==> config.mk <==
export PLATFORM = sky130hd
export DESIGN_NAME = drink_vend_ctrl
export DESIGN_NICKNAME = d
export VERILOG_FILES = /design/src/rtl/drink_vend_pkg.sv /design/src/rtl/drink_vend_ctrl_btn_debounce.sv /design/src/rtl/drink_vend_ctrl.sv
export SDC_FILE = /design/constraint.sdc
export NUM_CORES = 1
export LEC_CHECK = 0
export CAP_MARGIN = 25
export CELL_PAD_IN_SITES_DETAIL_PLACEMENT = 1
export CELL_PAD_IN_SITES_GLOBAL_PLACEMENT = 1
export CORE_UTILIZATION = 35
export DETAILED_ROUTE_END_ITERATION = 7
export DONT_BUFFER_PORTS = 1
export GPL_TIMING_DRIVEN = 0
export PLACE_DENSITY_LB_ADDON = 0.1
export SLEW_MARGIN = 20
export SYNTH_ARGS = -nofsm -noshare
export SYNTH_HDL_FRONTEND = slang
export SYNTH_SLANG_ARGS = --single-unit
==> constraint.sdc <==
create_clock -name clk -period 2.2 [get_ports clk]
set_input_delay 0.33 -clock clk [delete_from_list [all_inputs] [get_ports clk]]
set_output_delay 0.33 -clock clk [all_outputs]
set_load 0.05 [all_outputs]
==> src/rtl/drink_vend_pkg.sv <==
// Shared types and helpers for the drink vending controller.
// Optional debounce filtering is enabled by defining DRINK_VEND_DEBOUNCE_EN.
package drink_vend_pkg;

   typedef enum logic [1:0] {
      IDLE     = 2'd0,
      SELECT   = 2'd1,
      DISPENSE = 2'd2
   } state_t;

   localparam int MAX_ITEMS = 8;

   // LEDs are active-low, so "all off" is all ones.
   localparam logic [MAX_ITEMS-1:0] LEDS_OFF = '1;

   // Bits needed to hold the values 0..n-1 (never less than one bit).
   function automatic int cnt_width(input int n);
      return (n <= 2) ? 1 : $clog2(n);
   endfunction

endpackage

==> src/rtl/drink_vend_ctrl_btn_debounce.sv <==
// Button front end: two-flop synchronizer, optional debounce filter
// (DRINK_VEND_DEBOUNCE_EN), and a registered falling-edge press detector.
module btn_debounce
   import drink_vend_pkg::*;
#(
   parameter int DEBOUNCE_CYCLES = 4
) (
   input  logic clk,
   input  logic rst,
   input  logic btn,
   output logic level,
   output logic press
);

   if (DEBOUNCE_CYCLES < 1) begin : g_bad_debounce
      $error("btn_debounce: DEBOUNCE_CYCLES must be at least 1");
   end

   logic sync1;
   logic sync2;
   logic filt;
   logic prev;

   always_ff @(posedge clk) begin
      if (rst) begin
         sync1 <= 1'b1;
         sync2 <= 1'b1;
      end else begin
         sync1 <= btn;
         sync2 <= sync1;
      end
   end

`ifdef DRINK_VEND_DEBOUNCE_EN
   localparam int CW = cnt_width(DEBOUNCE_CYCLES);

   logic [CW-1:0] cnt;
   logic          filt_q;

   // The filtered level flips only after DEBOUNCE_CYCLES consecutive
   // samples that disagree with it; any agreeing sample restarts the count.
   always_ff @(posedge clk) begin
      if (rst) begin
         cnt    <= '0;
         filt_q <= 1'b1;
      end else if (sync2 == filt_q) begin
         cnt <= '0;
      end else if (cnt == CW'(DEBOUNCE_CYCLES - 1)) begin
         cnt    <= '0;
         filt_q <= sync2;
      end else begin
         cnt <= cnt + CW'(1);
      end
   end

   assign filt = filt_q;
`else
   assign filt = sync2;
`endif

   always_ff @(posedge clk) begin
      if (rst) begin
         prev  <= 1'b1;
         press <= 1'b0;
      end else begin
         prev  <= filt;
         press <= prev & ~filt;
      end
   end

   // Level is taken from the edge register so it lines up with press.
   assign level = prev;

endmodule

==> src/rtl/drink_vend_ctrl.sv <==
// Drink vending controller: select/buy buttons drive an IDLE/SELECT/DISPENSE FSM.
// Define DRINK_VEND_DEBOUNCE_EN to add debounce filtering on both buttons.
module drink_vend_ctrl
   import drink_vend_pkg::*;
#(
   parameter int N_ITEMS         = 3,
   parameter int DEBOUNCE_CYCLES = 4,
   parameter int DISPENSE_CYCLES = 8
) (
   input  logic                             clk,
   input  logic                             rst,
   input  logic                             btn1,
   input  logic                             btn2,
   output logic [N_ITEMS-1:0]               lights,
   output logic [cnt_width(N_ITEMS+1)-1:0]  sel_idx,
   output logic                             dispensing,
   output logic                             vend_done,
   output state_t                           dbg_state
);

   localparam int SEL_W = cnt_width(N_ITEMS + 1);
   localparam int TMR_W = cnt_width(DISPENSE_CYCLES);
   localparam bit BLINK = (DISPENSE_CYCLES >= 2);

   if (N_ITEMS < 2 || N_ITEMS > MAX_ITEMS || DISPENSE_CYCLES < 1) begin : g_bad_params
      $error("drink_vend_ctrl: parameter out of range");
   end

   logic lvl1, lvl2, press1, press2;
   logic cancel, sel_ev, buy_ev;

   btn_debounce #(.DEBOUNCE_CYCLES(DEBOUNCE_CYCLES)) u_btn1 (
      .clk   (clk),
      .rst   (rst),
      .btn   (btn1),
      .level (lvl1),
      .press (press1)
   );

   btn_debounce #(.DEBOUNCE_CYCLES(DEBOUNCE_CYCLES)) u_btn2 (
      .clk   (clk),
      .rst   (rst),
      .btn   (btn2),
      .level (lvl2),
      .press (press2)
   );

   // Both buttons held together is a cancel and masks any press.
   assign cancel = ~lvl1 & ~lvl2;
   assign sel_ev = press1 & ~cancel;
   assign buy_ev = press2 & ~cancel;

   function automatic logic [N_ITEMS-1:0] led_for(input logic [SEL_W-1:0] s);
      led_for = LEDS_OFF[N_ITEMS-1:0];
      for (int i = 0; i < N_ITEMS; i++) begin
         if (s == SEL_W'(i + 1)) led_for[i] = 1'b0;
      end
   endfunction

   state_t             state_q, state_d;
   logic [SEL_W-1:0]   sel_d;
   logic [TMR_W-1:0]   tmr_q, tmr_d;
   logic [N_ITEMS-1:0] lights_d;
   logic               disp_d;
   logic               vd_d;

   always_comb begin
      state_d  = state_q;
      sel_d    = sel_idx;
      tmr_d    = tmr_q;
      lights_d = lights;
      disp_d   = dispensing;
      vd_d     = 1'b0;
      case (state_q)
         IDLE: begin
            if (sel_ev) begin
               state_d  = SELECT;
               sel_d    = SEL_W'(1);
               lights_d = led_for(SEL_W'(1));
            end
         end
         SELECT: begin
            if (cancel) begin
               state_d  = IDLE;
               sel_d    = '0;
               lights_d = LEDS_OFF[N_ITEMS-1:0];
            end else if (buy_ev) begin
               state_d = DISPENSE;
               tmr_d   = TMR_W'(DISPENSE_CYCLES - 1);
               disp_d  = 1'b1;
            end else if (sel_ev) begin
               sel_d    = (sel_idx == SEL_W'(N_ITEMS)) ? SEL_W'(1) : sel_idx + SEL_W'(1);
               lights_d = led_for(sel_d);
            end
         end
         DISPENSE: begin
            if (cancel || tmr_q == '0) begin
               state_d  = IDLE;
               sel_d    = '0;
               lights_d = LEDS_OFF[N_ITEMS-1:0];
               disp_d   = 1'b0;
               vd_d     = ~cancel;
            end else begin
               tmr_d = tmr_q - TMR_W'(1);
               // Blink by flipping only the selected LED each cycle.
               if (BLINK) lights_d = lights ^ ~led_for(sel_idx);
            end
         end
         default: begin
            state_d  = IDLE;
            sel_d    = '0;
            lights_d = LEDS_OFF[N_ITEMS-1:0];
            disp_d   = 1'b0;
         end
      endcase
   end

   always_ff @(posedge clk) begin
      if (rst) begin
         state_q    <= IDLE;
         sel_idx    <= '0;
         tmr_q      <= '1;
         lights     <= LEDS_OFF[N_ITEMS-1:0];
         dispensing <= 1'b0;
         vend_done  <= 1'b0;
      end else begin
         state_q    <= state_d;
         sel_idx    <= sel_d;
         tmr_q      <= tmr_d;
         lights     <= lights_d;
         dispensing <= disp_d;
         vend_done  <= vd_d;
      end
   end

   assign dbg_state = state_q;

endmodule

==> summary.md <==
| Metric | Value |
|---|---|
| Status | `finished clean` |
| Number of flops mapped to enable cells by yosys | `0` |
| Later-pin clock latency in the skew report | `0.31 ns` |
| YS warnings | `0` |
| Final cell count without fillers | `142` |
| Sum Neg Setup Slack | `0 ns` |
| Fmax | `0.4941 GHz` |
| Hold WS | `0.1161 ns` |
| Post-layout min period | `2.024 ns` |
| CTS clock-pin slew for the worst setup and hold paths | `0.12 ns` |
| Slew Viols, Final | `0` |
| Async set-reset flop share out of synthesis | `0%` |
| H-tree depth | `1` |
| Die X | `54.54 um` |
| Most frequent cells in the layout | `dfxtp_1, inv_1, nor2_1` |
| Type of origin of the critical path | `flip-flop` |
| Clock skew | `0.002320 ns` |
| VDD IR max | `0.6135 mV` |
| # rows | `18` |
| Detailed Routing Iterations Pass 1 | `4` |
| Die ar. | `2974 um^2` |
| Routability-driven placement congestion ratio | `0.7129` |
| Io pins | `13` |
| Final setup vio count | `0` |
| Slowest stage cell, crit path | `dfxtp_1` |
| Max-cap violations | `0` |
| Layout area overhead | `9.326%` |
| Hold crit path type | `input port to flip-flop` |
| Sink Count | `20` |
| Flop2flop setup slack | `0.18 ns` |
| Core footprint | `2545 um^2` |
| Dpl cell area | `1003 um^2` |
| Yosys reg bits | `20` |
| Fin. Hold Viols | `0` |
| Initial Util | `37.95%` |
| Grt ovf | `0` |
| Port bufs | `0` |
| Post-synth net total | `117` |
| Count of cells resized by post-cts repair | `0` |
| RSZ-0062 raised after global routing | `false` |
| Antenna viol nets, final | `0` |
| Final worst-path setup slack | `0.1761 ns` |
| First-pass GRT wire length | `3.305 mm` |
| Crit path capture type | `flip-flop` |
| Crit-path cells | `buf_4, nor3b_2, a311oi_4, or4_1, a21oi_1` |
| Crit path max fanout | `10` |
| Top-area cell type share of the netlist area | `41.45%` |
| Power Density | `682.0 nW/um^2` |
| CP max stage delay | `0.68 ns` |
| Vias in the first global route | `731` |
| Slew HR | `59.58%` |
| Worst Path Required | `2.44 ns` |
| Drt via density | `5.352` |
| Clk buf depth | `2` |
| Worst Path Class, Setup | `flip-flop to flip-flop` |
| Dpl cells | `138` |
| Ys flop type | `dfxtp_1` |
| Leak | `0.4314 nW` |
| Post-Syn Instances | `108` |
| Worst slew pin tran | `0.6055 ns` |
| Diode count | `0` |
| Initial antenna violation count | `0` |
| Synth unique cells | `36` |
| Hold_buf cts | `0` |
| Layout cells sized above 1 | `14.29%` |
| Pre-CTS setup slack | `0.2077 ns` |
| Mapped cell area | `965.9 um^2` |
| Sequential area share after synthesis | `41.45%` |
| Worst EP arrival | `2.27 ns` |
| Delay-heaviest family, CP | `simple AND/OR/NAND/NOR gates` |
| Largest net degree at the start of global routing | `13` |
| Period utilisation layout | `92.00%` |
| Commonest non-fill, non-tap cell in the layout | `dfxtp_1` |
| Routed wire per std cell | `14.09 um` |
| Mean Syn Cell Area | `8.944 um^2` |
| Worst Path Buf+Inv | `1` |
| Final Instance Area | `1056 um^2` |
| Routed WL | `2.001 mm` |
| Dpl hpwl | `1.482 mm` |
| Post-CTS setup buffers | `0` |
| Tot GR Track Use | `16.13%` |
| Die Ht | `54.54 um` |
| CTS tree | `built` |
| Post-synth top area cell | `dfxtp_1` |
| Final nets | `122` |
| Via count | `760` |
| Drt drc | `0` |
| Initial DRC Count | `2` |
| Synth top area cells | `dfxtp_1, ha_1, or2_2` |
| Root buf cell | `clkbuf_4` |
| Num CTS Buffers | `3` |
## Yosys cell counts, types with 2 or more instances
| master | number |
|---|---|
| dfxtp_1 | 20 |
| o31ai_1 | 2 |
| nand3_1 | 2 |
| and3_1 | 2 |
| nand2b_1 | 3 |
| o21bai_1 | 3 |
| ha_1 | 5 |
| mux2i_1 | 2 |
| nor2_1 | 8 |
| or2_2 | 6 |
| nand4_1 | 2 |
| inv_1 | 8 |
| o21ai_0 | 5 |
| a211oi_1 | 3 |
| a21oi_1 | 6 |
| nor2b_1 | 2 |
| clkbuf_1 | 4 |
| nand2_1 | 7 |
## flip-flops by register name, summed over array words and instances (netlist names)
| register | flops |
|---|---|
| u_btn2.sync1 | 1 |
| u_btn1.filt | 1 |
| tmr_q | 3 |
| u_btn2.press | 1 |
| u_btn1.press | 1 |
| u_btn2.level | 1 |
| lights | 3 |
| dbg_state | 2 |
| sel_idx | 2 |
| u_btn1.level | 1 |
| u_btn2.filt | 1 |
| u_btn1.sync1 | 1 |
| dispensing | 1 |
| vend_done | 1 |
## worst reg2reg max path, cell delays in order, from the launching register on
cell	delay [ns]
dfxtp_1	0.68
buf_4	0.26
nor3b_2	0.24
a311oi_4	0.11
or4_1	0.51
a21oi_1	0.15
## power breakdown
| part | internal [mW] | switching (mW) | total [mW] |
|---|---|---|---|
| sequential | 0.370 | 0.0143 | 0.384 |
| combinational | 0.0142 | 0.0184 | 0.0327 |
| clock | 0.184 | 0.119 | 0.303 |
## per-layer routing
layer  vias up  wire, um  GRT usage [%]  part of all wire, %
met1       367       944          19.63                   47
met3         4        58          5.000                  2.9
met5         -         0              0                    0
met4         0        24          5.128                  1.2
met2        11       974          26.83                   49
li1        378         -              -                    -
## logic make-up (layout without fill, tap and decap cells)
logic type | after synthesis | after routing | synth area share (%)
buf+inv | 14 | 18 | 6.606
flops | 20 | 20 | 41.45
compound gates | 25 | 25 | 18.65
xor+xnor | 1 | 1 | 0.9069
mux | 2 | 2 | 2.073
fa+ha+maj | 5 | 5 | 6.477
simple gates | 41 | 41 | 23.84
## final timing paths
| check | endpoint | cells past startpoint | start |
|---|---|---|---|
| setup / recovery | sel_idx[1] | 5 | dbg_state[0] |
| hold / removal | u_btn1.sync1 | 1 | btn1 |
| hold reg to reg | u_btn1.filt | 1 | u_btn1.sync1 |
| setup reg to reg | sel_idx[1] | 5 | dbg_state[0] |
## layout make-up
| class | instances | area [um^2] |
|---|---|---|
| clock inverter | 1 | 30.03 |
| fill | 317 | 1489 |
| sequential | 20 | 400.4 |
| buffer | 6 | 33.78 |
| inverter | 8 | 30.03 |
| clock buffer | 3 | 22.52 |
| multi-input combinational | 74 | 501.7 |
| tap | 30 | 37.54 |
## metrics by stage
step	util [%]	total power, mW
floorplan	-	0.4166
global placement	39.43	0.4237
detailed placement	39.43	0.4254
CTS	41.49	0.7277
global route	41.49	0.7439
finish	41.49	0.7202
Power figures use the tool's default switching activity.
